<file path="src/rtl/mini_cpu_control.sv">
// Instruction sequencer for the mini CPU: latches one instruction per 'enviar' press and
// drives the register-file RAM through read, execute and write-back (or a full clear).
module mini_cpu_control #(
    parameter int DATA_W      = 16,
    parameter int ADDR_W      = 4,
    parameter int IMM_W       = 6,
    parameter int SYNC_STAGES = 2
) (
    input  logic              clk,
    input  logic              rst,
    input  logic              enviar,
    input  logic [2:0]        opcode,
    input  logic [ADDR_W-1:0] src1,
    input  logic [ADDR_W-1:0] src2,
    input  logic [ADDR_W-1:0] dest,
    input  logic              sinalImm,
    input  logic [IMM_W-1:0]  imm,
    input  logic [DATA_W-1:0] rf_rdata1,
    input  logic [DATA_W-1:0] rf_rdata2,
    output logic [ADDR_W-1:0] rf_raddr1,
    output logic [ADDR_W-1:0] rf_raddr2,
    output logic [ADDR_W-1:0] rf_waddr,
    output logic [DATA_W-1:0] rf_wdata,
    output logic              rf_we,
    output logic              busy,
    output logic              done,
    output logic              show_lcd,
    output logic [DATA_W-1:0] valorFinal,
    output logic [2:0]        dbg_state_o
);

    localparam logic [2:0] OP_LOAD    = 3'b000;
    localparam logic [2:0] OP_ADD     = 3'b001;
    localparam logic [2:0] OP_ADDI    = 3'b010;
    localparam logic [2:0] OP_SUB     = 3'b011;
    localparam logic [2:0] OP_SUBI    = 3'b100;
    localparam logic [2:0] OP_MUL     = 3'b101;
    localparam logic [2:0] OP_CLEAR   = 3'b110;
    localparam logic [2:0] OP_DISPLAY = 3'b111;
    localparam logic [ADDR_W-1:0] LAST_IDX = {ADDR_W{1'b1}};

    typedef enum logic [2:0] {
        S_IDLE  = 3'd0,
        S_READ  = 3'd1,
        S_EXEC  = 3'd2,
        S_WRITE = 3'd3,
        S_CLEAR = 3'd4
    } state_t;

    state_t              state_q;
    logic [SYNC_STAGES-1:0] sync_q;
    logic                prev_q;
    logic                pulse;
    logic [2:0]          ir_op_q;
    logic [ADDR_W-1:0]   ir_dest_q;
    logic                ir_sinal_q;
    logic [IMM_W-1:0]    ir_imm_q;
    logic [ADDR_W-1:0]   clr_idx_q;
    logic [ADDR_W-1:0]   raddr1_q, raddr2_q, waddr_q;
    logic [DATA_W-1:0]   wdata_q, val_q;
    logic                we_q, done_q, lcd_q;
    logic [DATA_W-1:0]   immv_d, alu_d;

    // Handshake: a press is accepted only while busy is low (IDLE); presses seen while
    // busy are dropped, never queued. done pulses once per accepted press.

    // Flops reset to 1 so a button held through reset needs release + new press to fire.
    always_ff @(posedge clk) begin
        if (rst) begin
            sync_q <= '1;
            prev_q <= 1'b1;
        end else begin
            sync_q <= {sync_q[SYNC_STAGES-2:0], enviar};
            prev_q <= sync_q[SYNC_STAGES-1];
        end
    end

    assign pulse = sync_q[SYNC_STAGES-1] & ~prev_q;

    always_comb begin
        immv_d = {{(DATA_W-IMM_W){1'b0}}, ir_imm_q};
        if (ir_sinal_q) begin
            immv_d = '0 - immv_d;
        end
        alu_d = '0;
        case (ir_op_q)
            OP_LOAD:    alu_d = immv_d;
            OP_ADD:     alu_d = rf_rdata1 + rf_rdata2;
            OP_ADDI:    alu_d = rf_rdata1 + immv_d;
            OP_SUB:     alu_d = rf_rdata1 - rf_rdata2;
            OP_SUBI:    alu_d = rf_rdata1 - immv_d;
            OP_MUL:     alu_d = rf_rdata1 * rf_rdata2;
            OP_DISPLAY: alu_d = rf_rdata1;
            default:    alu_d = '0;
        endcase
    end

    always_ff @(posedge clk) begin
        if (rst) begin
            state_q    <= S_IDLE;
            ir_op_q    <= OP_LOAD;
            ir_dest_q  <= '0;
            ir_sinal_q <= 1'b0;
            ir_imm_q   <= '0;
            clr_idx_q  <= '0;
            raddr1_q   <= '0;
            raddr2_q   <= '0;
            waddr_q    <= '0;
            wdata_q    <= '0;
            we_q       <= 1'b0;
            done_q     <= 1'b0;
            lcd_q      <= 1'b0;
            val_q      <= '0;
        end else begin
            done_q <= 1'b0;
            case (state_q)
                S_IDLE: begin
                    if (pulse) begin
                        ir_op_q    <= opcode;
                        ir_dest_q  <= dest;
                        ir_sinal_q <= sinalImm;
                        ir_imm_q   <= imm;
                        if (opcode == OP_CLEAR) begin
                            state_q   <= S_CLEAR;
                            clr_idx_q <= '0;
                            we_q      <= 1'b1;
                            waddr_q   <= '0;
                            wdata_q   <= '0;
                        end else begin
                            state_q  <= S_READ;
                            raddr1_q <= src1;
                            raddr2_q <= src2;
                        end
                    end
                end
                S_READ: state_q <= S_EXEC;
                S_EXEC: begin
                    if (ir_op_q == OP_DISPLAY) begin
                        state_q <= S_IDLE;
                        done_q  <= 1'b1;
                        val_q   <= alu_d;
                        lcd_q   <= 1'b1;
                    end else begin
                        state_q <= S_WRITE;
                        we_q    <= 1'b1;
                        waddr_q <= ir_dest_q;
                        wdata_q <= alu_d;
                    end
                end
                S_WRITE: begin
                    state_q <= S_IDLE;
                    we_q    <= 1'b0;
                    done_q  <= 1'b1;
                    val_q   <= wdata_q;
                    lcd_q   <= 1'b1;
                end
                S_CLEAR: begin
                    if (clr_idx_q == LAST_IDX) begin
                        state_q   <= S_IDLE;
                        clr_idx_q <= '0;
                        we_q      <= 1'b0;
                        done_q    <= 1'b1;
                        val_q     <= '0;
                        lcd_q     <= 1'b0;
                    end else begin
                        clr_idx_q <= clr_idx_q + 1'b1;
                        waddr_q   <= clr_idx_q + 1'b1;
                    end
                end
                default: begin
                    state_q <= S_IDLE;
                    we_q    <= 1'b0;
                end
            endcase
        end
    end

    assign rf_raddr1   = raddr1_q;
    assign rf_raddr2   = raddr2_q;
    assign rf_waddr    = waddr_q;
    assign rf_wdata    = wdata_q;
    assign rf_we       = we_q;
    assign busy        = (state_q != S_IDLE);
    assign done        = done_q;
    assign show_lcd    = lcd_q;
    assign valorFinal  = val_q;
    assign dbg_state_o = state_q;

endmodule

</file>
<file path="config.mk">
export PLATFORM = sky130hd
export DESIGN_NAME = mini_cpu_control
export DESIGN_NICKNAME = d
export VERILOG_FILES = /design/src/rtl/mini_cpu_control.sv
export SDC_FILE = /design/constraint.sdc
export NUM_CORES = 1
export LEC_CHECK = 0
export CAP_MARGIN = 20
export CORE_MARGIN = 8
export CORE_UTILIZATION = 34
export DETAILED_ROUTE_END_ITERATION = 8
export GPL_TIMING_DRIVEN = 0
export PLACE_DENSITY = 0.61
export SYNTH_ARGS = -nofsm -noshare
export SYNTH_HDL_FRONTEND = slang
export SYNTH_SLANG_ARGS = --single-unit
export TNS_END_PERCENT = 10
</file>
<file path="constraint.sdc">
create_clock -name clk -period 15.61 [get_ports clk]
set_input_delay 3.122 -clock clk [delete_from_list [all_inputs] [get_ports clk]]
set_output_delay 3.122 -clock clk [all_outputs]
set_load 0.01 [all_outputs]
</file>
==> run_results.csv, run 1 <==
group,metric,value,unit
drt,detail_route.vias_per_cell,5.32,
floorplan,dieHeight,179,um
cts,post_cts.repair.setup_buffers,0,
sta,slew_headroom,45.5,%
synth,synth_fp_nets,1363,
synth,ys.warnings.count,0,
pwr,max-vdd-ir-drop,151,uV
sta,total_negative_slack,0,ns
setup_path,cp-start-kind,"primary input",
synth,synthesis.instances,1156,
drt,top_layer_used,"met4",
global_routing,maximum_number_of_pins_on_one_net_before_global_route_repair,13,
cts,postCtsResizedCells,0,
synth,synth-async-reset-ratio,0,%
floorplan,floorplan.initialDensity,34.7,%
final_layout,fillCellCount,2700,
setup_path,critical_path_peak_fanout,10,
cts,root_buffer,"sky130_fd_sc_hd__clkbuf_16",
drt,dr_vias,8558,
sta,worst-slew-pin-transition,0.818,ns
drt,met1_wire_length,12600,um
synth,synth_area_leaders,"sky130_fd_sc_hd__fa_1, sky130_fd_sc_hd__dfxtp_1, sky130_fd_sc_hd__ha_1, sky130_fd_sc_hd__nand2_1, sky130_fd_sc_hd__inv_1",
global_routing,grt_pass1_vias,8800,
cts,cts.htree.levels,3,
sta,final_period_minus_worst_setup_slack,10.11,ns
setup_path,crit_path_start,"rf_rdata2[1]",
cts,worst_setup_hold_path_clk_slew,0.06,ns
drt,route.detailed.drc,0,
setup_path,timing.critical_path.mode_cell,"sky130_fd_sc_hd__fa_1",
synth,synth_top_flop_cell,"sky130_fd_sc_hd__dfxtp_1",
sta,rsz0062_at_grt,"false",
drt,routed-wl-met3,1980,um
synth,netlist-cell-type-count,74,
drt,wl_per_cell,18.1,um
global_routing,grt_antenna_before_repair,0,
sta,drv_slew,0,
job,maxCapViolCount,0,
drt,detailroute.wirelength.met2,13600,um
cts,clkLatencyLatePin,0.33,ns
setup_path,cpPeakStageDelay,0.73,ns
synth,synth_edf_count,0,
final_layout,register_area,1420,sq um
place,gp_routability_congestion,0.892,
final_layout,instances_no_fill,1608,
synth,synth_top_cell_area_share,17.9,%
floorplan,die_area,32100,sq um
drt,wl,29100,um
drt,drt_first_iter_violations,574,
cts,cts_tree,"done",
final_layout,footprint_of_the_multi_input_gates,6860,sq um
drt,antenna_left,0,
setup_path,crit_path_top_delay_cell,"sky130_fd_sc_hd__clkdlybuf4s50_1",
final_layout,fin_util,41.5,%
sta,timing_hold_violations_final,0,
min_path,holdCritStartpoint,"sync_q[0]",
sta,number_of_setup_violations_in_the_final_report,0,
final_layout,design.final.nets,1476,
final_layout,area_growth,19.6,%
setup_path,cell_family_with_the_largest_share_of_critical_path_delay,"adder cells",
setup_path,critPathCaptureType,"flop",
cts,cts_buffer_depth,2,
synth,synth.avg_cell_area,7.82,sq um
floorplan,top_level_ports,108,
final_layout,final_layout_size_suffix_gt1_share,3.69,%
synth,synth.yosys.seq_area_share,15.7,%
sta,max_freq,98.9,MHz
global_routing,grt_remaining_overflow,0,
global_routing,wire_length_of_the_first_global_routing_pass,46800,um
setup_path,worst-setup-path-type,"primary input to flop",
setup_path,r2r_startpoint,"ir_imm_q[0]",
synth,netlist_area,9040,sq um
sta,clock_tree_skew_after_final_layout,0.00567,ns
global_routing,track_usage,18.6,%
cts,cts_hold_buffers,0,
floorplan,floorplan.rows,59,
setup_path,critical_path_buf_inv_count,5,
outcome,outcome,"finished, final reports clean",
sta,layout_worst_path_cycle_share,64.8,%
setup_path,critical_path_arrival,10.37,ns
setup_path,worstPathCellList,"clkdlybuf4s50_1 > clkbuf_1 > nand2_1 > fa_1 > fa_1 > fa_1 > fa_1 > inv_1 > fa_1 > inv_1 > fa_1 > inv_1 > ha_1 > a21o_1 > a21oi_1 > nand4_1 > a221oi_1 > xnor3_1 > o21ai_2 > o21ai_1 > a211oi_2",
place,dp.cells,1593,
cts,tritoncts.num_buffers,9,
min_path,worstHoldPathType,"flop to flop",
floorplan,horizontal_extent_of_the_die,179,um
final_layout,antenna_cells_inserted,0,
cts,cts.sink_count,71,
place,place.detailed.hpwl,23300,um
pwr,cellLeakagePower,0.00453,uW
pwr,power_density,126,nW/um^2
floorplan,fp.coreArea,26100,sq um
synth,synth-seq-cells,71,
pwr,post-layout-total-power,1360,uW
place,place.port_buffers,102,
sta,hold_ws,0.406,ns
drt,firstDrtPassIters,5,
setup_path,crit_required,15.87,ns
synth,synthDominantAreaCellType,"sky130_fd_sc_hd__fa_1",
cell families after synthesis:
logic type	synth area share (%)
simple gates	23.0
compound gates	17.8
buf+inv	8.35
fa+ha+maj	27.5
flops	15.7
xor+xnor	6.41
mux	1.26
per-layer routing:
metal / vias to the layer above / GRT usage, %
met2: 300 / 30.5
met1: 4089 / 23.6
met4: 0 / 6.82
met5: - / 0
met3: 58 / 3.83
li1: 4111 / -
stage by stage:
step	setup WS [ns]	area, sq um
final	5.50	10800
after global routing	5.25	10800
after CTS	5.51	10800
after detailed placement	5.19	10500
after global placement	5.21	10500
after floorplan	6.83	9040
cell usage in the layout, fill, tap and decap left out, types with 9 or more instances in the layout:
cell type and instances:
sky130_fd_sc_hd__nand2_1 143, sky130_fd_sc_hd__inv_1 128, sky130_fd_sc_hd__clkdlybuf4s50_1 102, sky130_fd_sc_hd__nor2_1 87
sky130_fd_sc_hd__fa_1 81, sky130_fd_sc_hd__dfxtp_1 71, sky130_fd_sc_hd__and2_1 70, sky130_fd_sc_hd__a21oi_1 70
sky130_fd_sc_hd__ha_1 69, sky130_fd_sc_hd__clkbuf_1 51, sky130_fd_sc_hd__o21ai_0 48, sky130_fd_sc_hd__nor3_1 37
sky130_fd_sc_hd__xnor2_1 35, sky130_fd_sc_hd__nand3_1 23, sky130_fd_sc_hd__a22oi_1 21, sky130_fd_sc_hd__xor2_1 19
sky130_fd_sc_hd__a221oi_1 12, sky130_fd_sc_hd__nor2b_1 11, sky130_fd_sc_hd__a21o_1 11, sky130_fd_sc_hd__buf_2 9
sky130_fd_sc_hd__nand2b_1 9, sky130_fd_sc_hd__o21a_1 9, sky130_fd_sc_hd__clkbuf_16 9
sequential cells by signal, summed over array words and instances (netlist names):
register / flops
show_lcd: 1
clr_idx_q: 4
ir_op_q: 3
prev_q: 1
rf_raddr2: 4
ir_imm_q: 6
sync_q: 2
ir_sinal_q: 1
done: 1
rf_wdata: 16
rf_waddr: 4
rf_raddr1: 4
ir_dest_q: 4
rf_we: 1
valorFinal: 16
dbg_state_o: 3
worst paths after layout:
kind	cells after the start	end	slack (ns)
worst max register to register	18	valorFinal[10]	11.00
worst min-delay path	1	sync_q[1]	0.41
worst min register to register	1	sync_q[1]	0.41
worst max-delay path	21	valorFinal[15]	5.50
final cells by class:
type / instances / area share (%)
Buffer: 65 / 2.50
Clock buffer: 11 / 2.34
Clock inverter: 4 / 0.718
Inverter: 129 / 4.48
Multi-Input combinational cell: 891 / 63.5
Sequential cell: 71 / 13.1
Tap cell: 335 / 3.88
Timing Repair Buffer: 102 / 9.45
Yosys cell counts (all sizes together), types with 9 or more instances:
master and count:
a21o 11, a21oi 71, a221oi 13, a22oi 21
and2 70, buf 14, clkbuf 51, dfxtp 71
fa 81, ha 69, inv 129, nand2 143
nand2b 9, nand3 23, nor2 87, nor2b 11
nor3 38, o21a 9, o21ai 55, o31ai 9
xnor2 35, xor2 20
where the power goes:
part           internal (uW)  switching, uW
sequential               185           2.45
clock                    149           79.3
combinational            406            536
total                    739            618
(Power assumes the default switching activity.)
==> run 2, diff against run 1 <==
- PLACE_DENSITY: 0.61 -> 0.63
- clock period: 15.61 -> 9.3 ns (I/O delays scaled with it)
==> run_results.csv, run 2 (synthesis gave the netlist of run 1 again) <==
group,metric,value,unit
global_routing,grt_remaining_overflow,0,
place,place.detailed.hpwl,23300,um
cts,cts_hold_buffers,0,
setup_path,critical_path_arrival,8.90,ns
floorplan,die_area,32100,sq um
final_layout,area_growth,19.8,%
drt,detail_route.vias_per_cell,5.34,
floorplan,top_level_ports,108,
cts,worst_setup_hold_path_clk_slew,0.06,ns
pwr,max-vdd-ir-drop,240,uV
cts,tritoncts.num_buffers,9,
sta,hold_ws,0.407,ns
place,gp_routability_congestion,0.902,
drt,dr_vias,8598,
sta,rsz0062_at_grt,"false",
sta,worst-slew-pin-transition,0.813,ns
drt,wl_per_cell,18.1,um
global_routing,wire_length_of_the_first_global_routing_pass,47200,um
global_routing,grt_pass1_vias,8921,
drt,drt_first_iter_violations,517,
outcome,outcome,"finished, final reports clean",
setup_path,timing.critical_path.mode_cell,"sky130_fd_sc_hd__fa_1",
drt,antenna_left,0,
cts,postCtsResizedCells,0,
setup_path,worstPathCellList,"clkdlybuf4s50_1 > clkbuf_1 > nand2_1 > fa_1 > fa_1 > fa_1 > fa_1 > inv_1 > fa_1 > inv_1 > fa_1 > inv_1 > ha_1 > a21o_1 > a211oi_1 > nor2_1 > a221oi_1 > xnor3_1 > o21ai_2 > o21ai_1 > a211oi_2",
place,place.port_buffers,102,
floorplan,floorplan.rows,59,
sta,max_freq,116,MHz
global_routing,track_usage,18.7,%
setup_path,cpPeakStageDelay,0.74,ns
cts,clkLatencyLatePin,0.34,ns
setup_path,critical_path_buf_inv_count,5,
final_layout,mostFrequentLayoutCells,"sky130_fd_sc_hd__nand2_1, sky130_fd_sc_hd__inv_1, sky130_fd_sc_hd__clkdlybuf4s50_1, sky130_fd_sc_hd__nor2_1, sky130_fd_sc_hd__fa_1",
drt,firstDrtPassIters,5,
final_layout,post-route-cell-area,10800,sq um
final_layout,final_layout_size_suffix_gt1_share,3.77,%
floorplan,dieHeight,179,um
setup_path,critical_path_peak_fanout,10,
pwr,power_density,211,nW/um^2
place,placed_cell_area,10500,sq um
cts,cts_buffer_depth,2,
cts,root_buffer,"sky130_fd_sc_hd__clkbuf_16",
drt,wl,29200,um
floorplan,fp.coreArea,26100,sq um
place,dp.cells,1593,
final_layout,antenna_cells_inserted,0,
sta,number_of_setup_violations_in_the_final_report,0,
cts,cts_tree,"done",
global_routing,grt_antenna_before_repair,0,
cts,cts.htree.levels,3,
final_layout,layout_commonest_cell,"sky130_fd_sc_hd__nand2_1",
min_path,worstHoldPathType,"flop to flop",
setup_path,cp-start-kind,"primary input",
sta,slew_headroom,45.4,%
floorplan,horizontal_extent_of_the_die,179,um
sta,drv_slew,0,
cts,cts.sink_count,71,
setup_path,worst-setup-path-type,"primary input to flop",
sta,final_period_minus_worst_setup_slack,8.64,ns
setup_path,critPathCaptureType,"flop",
setup_path,crit_required,9.56,ns
final_layout,design.final.nets,1476,
sta,layout_worst_path_cycle_share,92.9,%
cts,post_cts.repair.setup_buffers,0,
drt,route.detailed.drc,0,
global_routing,maximum_number_of_pins_on_one_net_before_global_route_repair,15,
sta,clock_tree_skew_after_final_layout,0.00821,ns
final_layout,instances_no_fill,1609,
pwr,cellLeakagePower,0.00454,uW
setup_path,crit_path_top_delay_cell,"sky130_fd_sc_hd__clkdlybuf4s50_1",
setup_path,cell_family_with_the_largest_share_of_critical_path_delay,"adder cells",
floorplan,floorplan.initialDensity,34.7,%
sta,total_negative_slack,0,ns
sta,timing_hold_violations_final,0,
job,maxCapViolCount,0,
-- run 2: cell count changes in the layout (fill, tap and decap cells not counted), sizes merged --
cell,before,now
bufinv,2,3
clkbuf,62,60
clkinv,1,2
inv,130,131
-- run 2: final timing paths --
| check | startpoint | end | slack, ns | depth (start not counted) |
|---|---|---|---|---|
| setup reg to reg | ir_imm_q[0] | valorFinal[11] | 4.58 | 20 |
| hold / removal | sync_q[0] | sync_q[1] | 0.41 | 1 |
| hold reg to reg | sync_q[0] | sync_q[1] | 0.41 | 1 |
| setup / recovery | rf_rdata2[1] | valorFinal[15] | 0.66 | 21 |
-- run 2: cell type report --
type	count	area, sq um
tap	335	419
multi-input combinational	891	6860
clock buffer	9	225
fill	2698	15200
timing repair buffer	102	1020
sequential	71	1420
buffer	65	270
inverter	129	484
clock inverter	7	128
-- run 2: stage by stage --
step	power, uW	setup WS, ns	util, %
3_5_place_dp	1880	0.397	40.2
6_report	2290	0.658	41.6
4_1_cts	2310	0.731	41.6
2_1_floorplan	1480	1.78	-
3_3_place_gp	1870	0.460	40.2
5_1_grt	2520	0.382	41.6
-- run 2: where the power goes --
| part | switching (uW) | internal, uW | total (uW) |
|---|---|---|---|
| Sequential | 4.39 | 310 | 314 |
| Combinational | 881 | 688 | 1570 |
| Clock | 140 | 266 | 406 |
| Total | 1030 | 1260 | 2290 |
-- run 2: metal layers --
metal | up-vias | share of wire, % | GRT usage [%]
li1 | 4120 | - | -
met1 | 4176 | 44 | 23.9
met2 | 247 | 47 | 31.1
met3 | 55 | 6.0 | 3.45
met4 | 0 | 2.9 | 6.34
met5 | - | 0 | 0
==> run 3, diff against run 2 <==
- ABC_CLOCK_PERIOD_IN_PS: default -> 9300
==> results of run 3 <==
Final layout, timing and power as in run 2 (identical DEF).
